--- config.mk ---
export PLATFORM = sky130hd
export DESIGN_NAME = fifo_rd_stream_flat
export DESIGN_NICKNAME = d
export VERILOG_FILES = /design/src/rtl/fifo_rd_stream_if.sv /design/src/rtl/fifo_rd_stream.sv /design/src/flat_wrapper.sv
export SDC_FILE = /design/constraint.sdc
export NUM_CORES = 1
export LEC_CHECK = 0
export BUFFER_PORTS_ARGS = -buffer_cell sky130_fd_sc_hd__buf_2
export CELL_PAD_IN_SITES_DETAIL_PLACEMENT = 1
export CELL_PAD_IN_SITES_GLOBAL_PLACEMENT = 2
export CORE_UTILIZATION = 33
export DETAILED_ROUTE_END_ITERATION = 7
export PLACE_DENSITY = 0.77
export REMOVE_ABC_BUFFERS = 1
export SLEW_MARGIN = 5
export SYNTH_ARGS = -nofsm -noshare
export SYNTH_HDL_FRONTEND = slang
export SYNTH_SLANG_ARGS = --single-unit
export TNS_END_PERCENT = 50
--- constraint.sdc ---
create_clock -name rclk_tb -period 1.7 [get_ports rclk_tb]
set_clock_uncertainty 0.05 [all_clocks]
set_input_delay 0 -clock rclk_tb [delete_from_list [all_inputs] [get_ports rclk_tb]]
set_output_delay 0 -clock rclk_tb [all_outputs]
set_load 0.005 [all_outputs]
--- src/rtl/fifo_rd_stream_if.sv ---
// Read-port and output-stream bundle for fifo_rd_stream.
// master: the stream block (pops the FIFO, drives the stream); slave: FIFO plus downstream.
interface fifo_rd_stream_if #(
   parameter int DATA_WIDTH = 8
);
   logic                  rempty;
   logic [DATA_WIDTH-1:0] rdata;
   logic                  rinc;
   logic [DATA_WIDTH-1:0] out_data;
   logic                  out_valid;
   logic                  out_ready;

   modport master (
      input  rempty,
      input  rdata,
      input  out_ready,
      output rinc,
      output out_data,
      output out_valid
   );

   modport slave (
      output rempty,
      output rdata,
      output out_ready,
      input  rinc,
      input  out_data,
      input  out_valid
   );
endinterface

--- src/rtl/fifo_rd_stream.sv ---
// Async-FIFO read-side consumer: pops FWFT words into a head/skid pair and streams them out.
// Optional FIFO_RD_CNT_EN adds the rd_cnt completed-transfer counter port.
module fifo_rd_stream #(
   parameter int DATA_WIDTH = 8,
   parameter int CNT_WIDTH  = 16
) (
   input  logic rclk_tb,
   input  logic rrst_tb,
   fifo_rd_stream_if.master bus
`ifdef FIFO_RD_CNT_EN
   ,
   output logic [CNT_WIDTH-1:0] rd_cnt
`endif
);

   typedef enum logic [1:0] {
      S_EMPTY = 2'd0,
      S_ONE   = 2'd1,
      S_TWO   = 2'd2
   } state_t;

   state_t                state_reg;
   state_t                state_next;
   logic [DATA_WIDTH-1:0] head_reg;
   logic [DATA_WIDTH-1:0] skid_reg;
   logic                  pop;
   logic                  drn;
   logic                  head_from_rdata;
   logic                  head_from_skid;
   logic                  skid_load;

   // Transfer depends only on registered occupancy, so there is no comb loop through out_valid.
   assign drn = (state_reg != S_EMPTY) & bus.out_ready;

   always_ff @(posedge rclk_tb or posedge rrst_tb) begin
      if (rrst_tb) begin
         state_reg <= S_EMPTY;
      end else begin
         state_reg <= state_next;
      end
   end

   always_comb begin
      state_next = state_reg;
      case (state_reg)
         S_EMPTY: begin
            if (pop) state_next = S_ONE;
         end
         S_ONE: begin
            if (pop && !drn)      state_next = S_TWO;
            else if (!pop && drn) state_next = S_EMPTY;
         end
         S_TWO: begin
            if (drn) state_next = S_ONE;
         end
         default: state_next = S_EMPTY;
      endcase
   end

   always_comb begin
      pop             = ~bus.rempty & (state_reg != S_TWO) & ~rrst_tb;
      bus.rinc        = pop;
      bus.out_valid   = (state_reg != S_EMPTY);
      head_from_rdata = 1'b0;
      head_from_skid  = 1'b0;
      skid_load       = 1'b0;
      case (state_reg)
         S_EMPTY: head_from_rdata = pop;
         S_ONE: begin
            head_from_rdata = pop & drn;
            skid_load       = pop & ~drn;
         end
         S_TWO:   head_from_skid = drn;
         default: ;
      endcase
   end

   always_ff @(posedge rclk_tb or posedge rrst_tb) begin
      if (rrst_tb) begin
         head_reg <= '0;
         skid_reg <= '0;
      end else begin
         if (head_from_rdata)     head_reg <= bus.rdata;
         else if (head_from_skid) head_reg <= skid_reg;
         if (skid_load)           skid_reg <= bus.rdata;
      end
   end

   assign bus.out_data = head_reg;

`ifdef FIFO_RD_CNT_EN
   logic [CNT_WIDTH-1:0] rd_cnt_reg;

   always_ff @(posedge rclk_tb or posedge rrst_tb) begin
      if (rrst_tb) begin
         rd_cnt_reg <= '0;
      end else if (drn) begin
         rd_cnt_reg <= rd_cnt_reg + CNT_WIDTH'(1);
      end
   end

   assign rd_cnt = rd_cnt_reg;
`endif

endmodule

--- src/flat_wrapper.sv ---
// flat-port wrapper written by rule: the top's interface ports become plain ports
module fifo_rd_stream_flat 
#(
   parameter int DATA_WIDTH = 8,
   parameter int CNT_WIDTH  = 16
)
  (rclk_tb, rrst_tb, bus_rempty, bus_rdata, bus_out_ready, bus_rinc, bus_out_data, bus_out_valid);
  fifo_rd_stream_if #(.DATA_WIDTH(DATA_WIDTH)) bus_i ();
  input  logic rclk_tb;
  input  logic rrst_tb;
  input wire logic [$bits(bus_i.rempty)-1:0] bus_rempty;
  input wire logic [$bits(bus_i.rdata)-1:0] bus_rdata;
  input wire logic [$bits(bus_i.out_ready)-1:0] bus_out_ready;
  output wire logic [$bits(bus_i.rinc)-1:0] bus_rinc;
  output wire logic [$bits(bus_i.out_data)-1:0] bus_out_data;
  output wire logic [$bits(bus_i.out_valid)-1:0] bus_out_valid;
  assign bus_i.rempty = bus_rempty;
  assign bus_i.rdata = bus_rdata;
  assign bus_i.out_ready = bus_out_ready;
  assign bus_rinc = bus_i.rinc;
  assign bus_out_data = bus_i.out_data;
  assign bus_out_valid = bus_i.out_valid;
  fifo_rd_stream #(.DATA_WIDTH(DATA_WIDTH), .CNT_WIDTH(CNT_WIDTH)) u_core (.rclk_tb(rclk_tb), .rrst_tb(rrst_tb), .bus(bus_i));
endmodule
==> run metrics, run 1 <==
status=finished, final reports clean; placed inst area=between 900 and 1000 sq um; Comb power frac=0.269; Die X=52.03 um; DR pass1 iterations=2; Power Total=1.201 mW; post-synthesis cell count=57; CTS max path bufs=2; critical path arrival=approximately 1.6 ns; fmax=roughly 0.68 GHz; post-DR wirelength/cell=roughly 13 um; Slew @ Worst Pin=0.6570 ns; largest net degree at the start of global routing=19; Post-synth ARST share=1.000; Finished Layout Cells=120; Area contributors post-synth=dfrtp_1, mux2_2, mux2_1; Iter 0 DRT Violations=5; VDD IR max=approximately 0.54 mV; Routed Antenna Nets=0; Synth Register Bits=18; Switch Pwr=about 0.30 mW; worst-path fanout max=8; top post-synthesis cells by count=dfrtp_1, mux2_2, mux2_1; share of layout cells above drive strength 1=0.5000; post-synthesis average cell area=between 10 and 15 sq um; post-route cell area=1102 sq um; critical setup path kind=reg2reg; worst-skew pair later-pin latency=0.28 ns; Worst setup EP type=flop; Fin. Hold Viols=0; total core area=2276 sq um; Final min period=approximately 1.5 ns; Fillers=233; cell leakage power=0.5244 nW; Post-synth EDFFs=0; vias in the first global route=about 590; Initial Utilization=0.3628; Final nets=105; Root Driver=clkbuf_4; first-pass GRT wire length=2594 um; PwrDens=1090 nW/um^2; flop2flop setup slack=around 0.22 ns; Critical Path Start Type=flop; Port Buffers=21; Final Cycle Share=0.8680; Vias per Instance=4.742; Yosys top cell by area=dfrtp_1; CTS sink cnt=18; Int Pwr=0.9029 mW; Die Y=52.03 um; final setup violating endpoints=0; cell with the most instances after synthesis=dfrtp_1; GP Congestion=0.6734; Area Overhead vs Synth=33.49%; Reg area=450.4 sq um; clock slew at the register clock pins of the worst setup and hold paths=0.10 ns; CP Data Required Time=1.83 ns; Setup WS pre-CTS=0.2115 ns; DRC errors left=0; Hold Crit Class=in2reg; initial antenna violation count=0; # placed instances=106; ys flop type=dfrtp_1; GRT Overall Usage=0.1343; synthesized area=825.8 sq um; n_diodes=0; post-synth top area share=0.5455; DP Wirelength=1076 um; htree depth=1; Final Max Slew Viols=0; RSZ-0062 raised after global routing=no; routed vias=approximately 570; Switching Share=0.2482; sequential area share after synthesis=0.5455; Syn. warnings=0; MaxCap Viol Count=0; Worst slew margin=0.5615; full die area=between 2000 and 3000 sq um; Synth cell types=17; wirelength, routed=1521 um; CTS Buf Count=3; post-route setup TNS=0 ns; final setup margin=0.2244 ns; Multi-input gate area=367.9 sq um; post_cts resized=0; IO Pins=22; # rows=17; Sequential Power Share=0.522; Clock Power Share=0.209; grt ovf=0; CTS tree=built
==> layout make-up <==
type                            count  share of cell area
Multi-Input combinational cell     37              0.3337
Inverter                            2            0.006810
Tap cell                           28             0.03178
Sequential cell                    18              0.4086
Timing Repair Buffer               31              0.1862
Clock buffer                        4             0.03292
==> power groups by stage <==
| stage | Clock [mW] | Sequential, mW | Combinational [mW] |
|---|---|---|---|
| 6_report | 0.251 | 0.627 | 0.323 |
| 5_1_grt | 0.277 | 0.644 | 0.360 |
| 4_1_cts | 0.265 | 0.629 | 0.329 |
| 3_5_place_dp | 0 | 0.637 | 0.312 |
| 3_3_place_gp | 0 | 0.633 | 0.299 |
| 2_1_floorplan | 0 | 0.629 | 0.199 |
==> layer usage <==
layer | global-route usage | share of wire
met4 | 0.05405 | 0.0079
met5 | 0 | 0
met1 | 0.1642 | 0.45
met3 | 0.02047 | 0.038
met2 | 0.2329 | 0.51
==> metrics by stage <==
stage / hold WS [ns] / utilization
after global routing: 0.06471 / 0.4843
after floorplan: -0.1114 / -
after global placement: 0.1218 / 0.4244
after detailed placement: 0.1064 / 0.4244
after CTS: 0.04533 / 0.4843
final: 0.06021 / 0.4843
==> worst max-delay path: stages, from the launching register on <==
cell and delay (ns):
dfrtp_1 0.41, inv_1 0.08, o21ai_2 0.43, mux2_2 0.39
==> logic make-up (layout without fill, tap and decap cells) <==
family	after synthesis	after routing	share of synthesized area
AO/OA/AOI/OAI	4	4	0.03030
buffers and inverters	2	37	0.009094
flip-flops	18	18	0.5455
multiplexers	25	25	0.3394
AND/OR/NAND/NOR	8	8	0.07577
==> cells in the final DEF, fill, tap and decap left out <==
master / instances
nand3b_4: 1
nand2_1: 1
o21ai_2: 1
o21ai_0: 1
or2_2: 1
mux2i_1: 1
nand2_2: 1
nor2b_1: 1
buf_2: 21
mux2_2: 16
and2_1: 1
nor2_1: 1
o22ai_1: 1
clkbuf_4: 3
inv_1: 2
dfrtp_1: 18
nor3_2: 1
dlygate4sd3_1: 10
clkbuf_8: 1
mux2_1: 8
a21oi_1: 1
==> path summary, 6_finish.rpt <==
path / start / endpoint / cells past startpoint
setup reg to reg: u_core.state_reg[0]$_DFFE_PP0P_ / u_core.bus.out_data[7]$_DFFE_PP0P_ / 3
max in group asynchronous: rrst_tb / u_core.bus.out_data[1]$_DFFE_PP0P_ / 3
hold / removal: bus_rempty / u_core.state_reg[0]$_DFFE_PP0P_ / 4
hold reg to reg: u_core.skid_reg[6]$_DFFE_PP0P_ / u_core.skid_reg[6]$_DFFE_PP0P_ / 1
min in group asynchronous: rrst_tb / u_core.skid_reg[3]$_DFFE_PP0P_ / 3
setup / recovery: u_core.state_reg[0]$_DFFE_PP0P_ / u_core.bus.out_data[7]$_DFFE_PP0P_ / 3
==> repair_timing <==
item / in CTS / in global routing
hold endpoints to repair: 35 / 0
buffers inserted: 0 / 0
hold buffers: 10 / 0
No activity file was read; power rests on OpenSTA's default activity.
==> inputs of run 2 (changes only) <==
Settings changed: CORE_UTILIZATION 33 to 35, CTS_BUF_LIST set to sky130_fd_sc_hd__clkbuf_8, HOLD_SLACK_MARGIN set to 0.03, PLACE_DENSITY 0.77 to 0.81.
Clock period 1.7 ns to 1.5 ns, I/O delays scaled along.
==> run 2 against run 1 <==
Compared with the run above: combinational power increased by 18%; global-route usage increased by 1.9 points; final cell count unchanged; worst setup slack got worse by 0.17 ns; total power increased by 24%; flip-flop and latch count unchanged; critical path type unchanged; critical path depth unchanged; count of clock-buffer cells in the layout unchanged; register-to-register slack got worse by 0.17 ns.
==> run metrics, run 2 (synthesis results as in run 1) <==
status=finished, final reports clean; Root Driver=clkbuf_8; Clock Power Share=0.261; n_diodes=0; Sequential Power Share=0.482; cell leakage power=around 0.54 nW; Die Y=50.58 um; full die area=2558 sq um; Worst slew margin=0.5571; DRC errors left=0; final setup margin=approximately 0.055 ns; Final Max Slew Viols=0; worst-skew pair later-pin latency=0.25 ns; number of cells on the worst reg-to-reg path=3; DR pass1 iterations=3; VDD IR max=0.6593 mV; Reg area=roughly 450 sq um; critical path arrival=about 1.5 ns; wirelength, routed=1702 um; Slew @ Worst Pin=about 0.66 ns; Final nets=approximately 110; Port Buffers=21; CP Data Required Time=1.59 ns; grt ovf=0; GRT Overall Usage=0.1537; Final Cycle Share=0.9635; Vias per Instance=about 4.9; Multi-input gate area=381.6 sq um; Min Hold Slack=0.1145 ns; Worst setup EP type=flop; fmax=between 0.6 and 0.7 GHz; routed vias=587; CTS max path bufs=2; final setup violating endpoints=0; Hold Crit Class=in2reg; CTS sink cnt=18; Setup WS pre-CTS=0.01036 ns; critical setup path kind=reg2reg; Switch Pwr=roughly 0.36 mW; IO Pins=22; Fillers=about 230; worst-path fanout max=8; Iter 0 DRT Violations=4; Initial Utilization=0.3733; # rows=17; Switching Share=0.2438; Die X=50.58 um; vias in the first global route=654; commonest non-fill, non-tap cell in the layout=buf_2; clock slew at the register clock pins of the worst setup and hold paths=approximately 0.07 ns; htree depth=1; setup bufs post-CTS=0; total core area=~2200 sq um; Final min period=between 1 and 1.5 ns; Int Pwr=1.125 mW; DP Wirelength=about 1100 um; CTS Buf Count=3; PwrDens=about 1300 nW/um^2; initial antenna violation count=0; largest net degree at the start of global routing=19; Fin. Hold Viols=0; GP Congestion=0.7124; commonest cells after routing, fill and taps aside=buf_2, dfrtp_1, mux2_2; post-DR wirelength/cell=14.18 um; share of layout cells above drive strength 1=0.5326; RSZ-0062 raised after global routing=yes; MaxCap Viol Count=0; Routed Antenna Nets=0; Area Overhead vs Synth=37.58%; first-pass GRT wire length=2801 um; Critical Path Start Type=flop; Comb power frac=0.257; CTS tree=built; Worst Hold Depth=4
-- run 2: cell counts in the layout (fill, tap and decap cells not counted) --
No cell type changed its count.
-- run 2: cell type report --
cell class,count,area share
Sequential cell,18,0.3976
Multi-Input combinational cell,37,0.3359
Timing Repair Buffer,31,0.1806
Clock buffer,4,0.04846
Tap cell,28,0.03084
Inverter,2,0.006608
-- run 2: per-layer routing --
metal	GRT usage	up-vias	wire (um)
met4	0.06944	0	31
met1	0.1625	293	732
met5	0	-	0
met2	0.2844	18	857
li1	-	273	-
met3	0.03636	3	80
-- run 2: stage by stage --
step | util | setup TNS, ns | instance area [sq um] | total power, mW | std cells
floorplan | - | 0 | 825.8 | 0.9376 | 57
global placement | 0.4367 | -0.06173 | 965.9 | 1.057 | 106
detailed placement | 0.4367 | 0 | 965.9 | 1.080 | 106
CTS | 0.5068 | -0.0002315 | 1121 | 1.499 | 120
global route | 0.5136 | -0.03490 | 1136 | 1.594 | 120
finish | 0.5136 | 0 | 1136 | 1.488 | 120
-- run 2: final timing paths --
path / startpoint / endpoint / slack, ns
max in group asynchronous: rrst_tb / u_core.state_reg[1]$_DFFE_PP0P_ / 0.56
setup reg to reg: u_core.state_reg[0]$_DFFE_PP0P_ / u_core.bus.out_data[2]$_DFFE_PP0P_ / 0.05
hold / removal: bus_rempty / u_core.state_reg[0]$_DFFE_PP0P_ / 0.11
min in group asynchronous: rrst_tb / u_core.skid_reg[6]$_DFFE_PP0P_ / 0.38
setup / recovery: u_core.state_reg[0]$_DFFE_PP0P_ / u_core.bus.out_data[2]$_DFFE_PP0P_ / 0.05
hold reg to reg: u_core.skid_reg[4]$_DFFE_PP0P_ / u_core.skid_reg[4]$_DFFE_PP0P_ / 0.45
-- run 2: repair_timing --
action,CTS,global route
endpoints found under the hold margin,35,0
hold buffers,10,0
gates resized for setup,0,4
setup endpoints to repair,1,16
pin swaps,0,0
-- run 2: power by group through the flow --
stage | Clock (mW) | Sequential, mW | Combinational, mW
after CTS | 0.407 | 0.719 | 0.372
after floorplan | 0 | 0.713 | 0.225
after global placement | 0 | 0.716 | 0.340
after global routing | 0.424 | 0.742 | 0.427
final | 0.388 | 0.717 | 0.382
after detailed placement | 0 | 0.728 | 0.352
-- run 2: worst max-delay path: stages, from the launching register on --
cell and delay (ns):
dfrtp_1 0.41, nand3b_4 0.26, mux2_4 0.34, mux2_2 0.26
==> inputs of run 3 (changes only) <==
Settings changed: SETUP_SLACK_MARGIN set to 0.3.
==> run 3 against run 2 <==
Compared with the run above: cell area increased by 8.4%; largest cell class unchanged; die area unchanged; global-route usage increased by 1.8 points; total power increased by 4.8%; fmax increased by 2.2%; critical path depth unchanged.
==> run metrics, run 3 (synthesis results as in run 1) <==
CP Data Required Time=about 1.6 ns; DR pass1 iterations=2; Slew @ Worst Pin=0.6582 ns; Fillers=234; worst-path fanout max=8; CP most frequent cell=mux2_4; share of layout cells above drive strength 1=0.5758; Vias per Instance=4.843; Final Max Slew Viols=0; vias in the first global route=672; flop2flop setup slack=~0.086 ns; reg2reg end=u_core.bus.out_data[2]$_DFFE_PP0P_; first-pass GRT wire length=3091 um; number of cells on the worst reg-to-reg path=3; Port Buffers=21; # placed instances=between 100 and 150; critical setup path kind=reg2reg; n_diodes=0; Reg area=451.7 sq um; worst-skew pair later-pin latency=0.25 ns; Routed Antenna Nets=0; Iter 0 DRT Violations=4; Worst slew margin=0.5607; Worst Hold Depth=3; Min-Delay Startpoint=bus_out_ready; Finished Layout Cells=between 100 and 150; DP Wirelength=1113 um; final setup violating endpoints=0; routed vias=615; cell leakage power=slightly above 0.6 nW; htree depth=1; fmax=between 0.7 and 0.8 GHz; Die X=50.58 um; status=finished, final reports clean; Final Cycle Share=0.9423; CTS Buf Count=3; Root Driver=clkbuf_8; full die area=2558 sq um; PwrDens=between 1000 and 1500 nW/um^2; Critical Path Start Type=flop; Initial Utilization=0.3733; VDD IR max=0.6668 mV; Fin. Hold Viols=0; Worst path max stage delay=0.39 ns; RR Startpoint=u_core.state_reg[0]$_DFFE_PP0P_; Final nets=112; MaxCap Viol Count=0; GP Congestion=0.7124; Hold Crit Class=in2reg; commonest cells after routing, fill and taps aside=buf_2, dfrtp_1, mux2_2; Final min period=roughly 1.4 ns; CTS max path bufs=2; clock slew at the register clock pins of the worst setup and hold paths=about 0.07 ns; critical path arrival=1.50 ns; RSZ-0062 raised after global routing=yes; DRC errors left=0; largest net degree at the start of global routing=19; post-DR wirelength/cell=14.65 um; Die Y=between 50 and 60 um; total core area=~2200 sq um; commonest non-fill, non-tap cell in the layout=buf_2; GRT Overall Usage=0.1718; slowest CP cell=dfrtp_1; CTS tree=built; CTS sink cnt=18; wirelength, routed=roughly 1900 um; initial antenna violation count=0; Area Overhead vs Synth=49.09%; grt ovf=0; Min Hold Slack=0.1316 ns; # rows=17; IO Pins=22; Power Total=1.559 mW; Multi-input gate area=424.2 sq um; Hold Path End=u_core.state_reg[0]$_DFFE_PP0P_; Worst setup EP type=flop; Cell Chain, Critical Path=nand3b_4, mux2_4, mux2_4
==> run 3: what timing repair did <==
item | in CTS | in global routing
gates cloned | 1 | 0
hold endpoints to repair | 35 | 0
gates resized for setup | 9 | 5
pin swaps | 3 | 1
setup buffers | 4 | 2
endpoints found under the setup margin | 18 | 19
hold buffers | 10 | 0
==> run 3: worst max-delay path by stage <==
stage	slack, ns	from	depth (start not counted)	to
3_5_place_dp	0.01	u_core.state_reg[1]$_DFFE_PP0P_	3	u_core.skid_reg[2]$_DFFE_PP0P_
4_1_cts	0.08	u_core.state_reg[0]$_DFFE_PP0P_	3	u_core.bus.out_data[1]$_DFFE_PP0P_
2_1_floorplan	0.17	u_core.state_reg[0]$_DFFE_PP0P_	3	u_core.bus.out_data[0]$_DFFE_PP0P_
3_3_place_gp	-0.008	u_core.state_reg[1]$_DFFE_PP0P_	3	u_core.skid_reg[4]$_DFFE_PP0P_
6_report	0.09	u_core.state_reg[0]$_DFFE_PP0P_	3	u_core.bus.out_data[2]$_DFFE_PP0P_
5_1_grt	0.03	u_core.state_reg[0]$_DFFE_PP0P_	3	u_core.bus.out_data[5]$_DFFE_PP0P_
==> run 3: critical path, delay by kind of cell (launching register included) <==
family / cells / cell delay, ns
and+or+nand+nor: 1 / 0.25
muxes: 2 / 0.60
DFF: 1 / 0.39
==> run 3: layout make-up <==
type | instances | share of cell area
repair buffers | 37 | 0.2093
clock buffers | 4 | 0.04472
well taps | 28 | 0.02846
inverters | 2 | 0.006098
multi-input cells | 38 | 0.3445
flip-flops and latches | 18 | 0.3669
==> run 3: metal layers <==
metal  vias to the layer above  GRT usage  part of all wire
met2                        18     0.3200              0.52
met3                         3    0.03939             0.047
met1                       306     0.1839              0.41
met5                         -          0                 0
met4                         0    0.06944             0.017
li1                        288          -                 -
==> run 3: stage by stage <==
step	util	setup slack [ns]	area, sq um	setup TNS [ns]
floorplan	-	0.1704	825.8	0
global placement	0.4367	-0.008466	965.9	-0.06173
detailed placement	0.4367	0.01036	965.9	0
CTS	0.5402	0.08117	1195	0
global route	0.5566	0.02921	1231	0
finish	0.5566	0.08648	1231	0
==> run 3: report_power, final <==
part / internal, mW / switching, mW
Combinational: 0.297 / 0.155
Sequential: 0.640 / 0.0763
Clock: 0.233 / 0.157
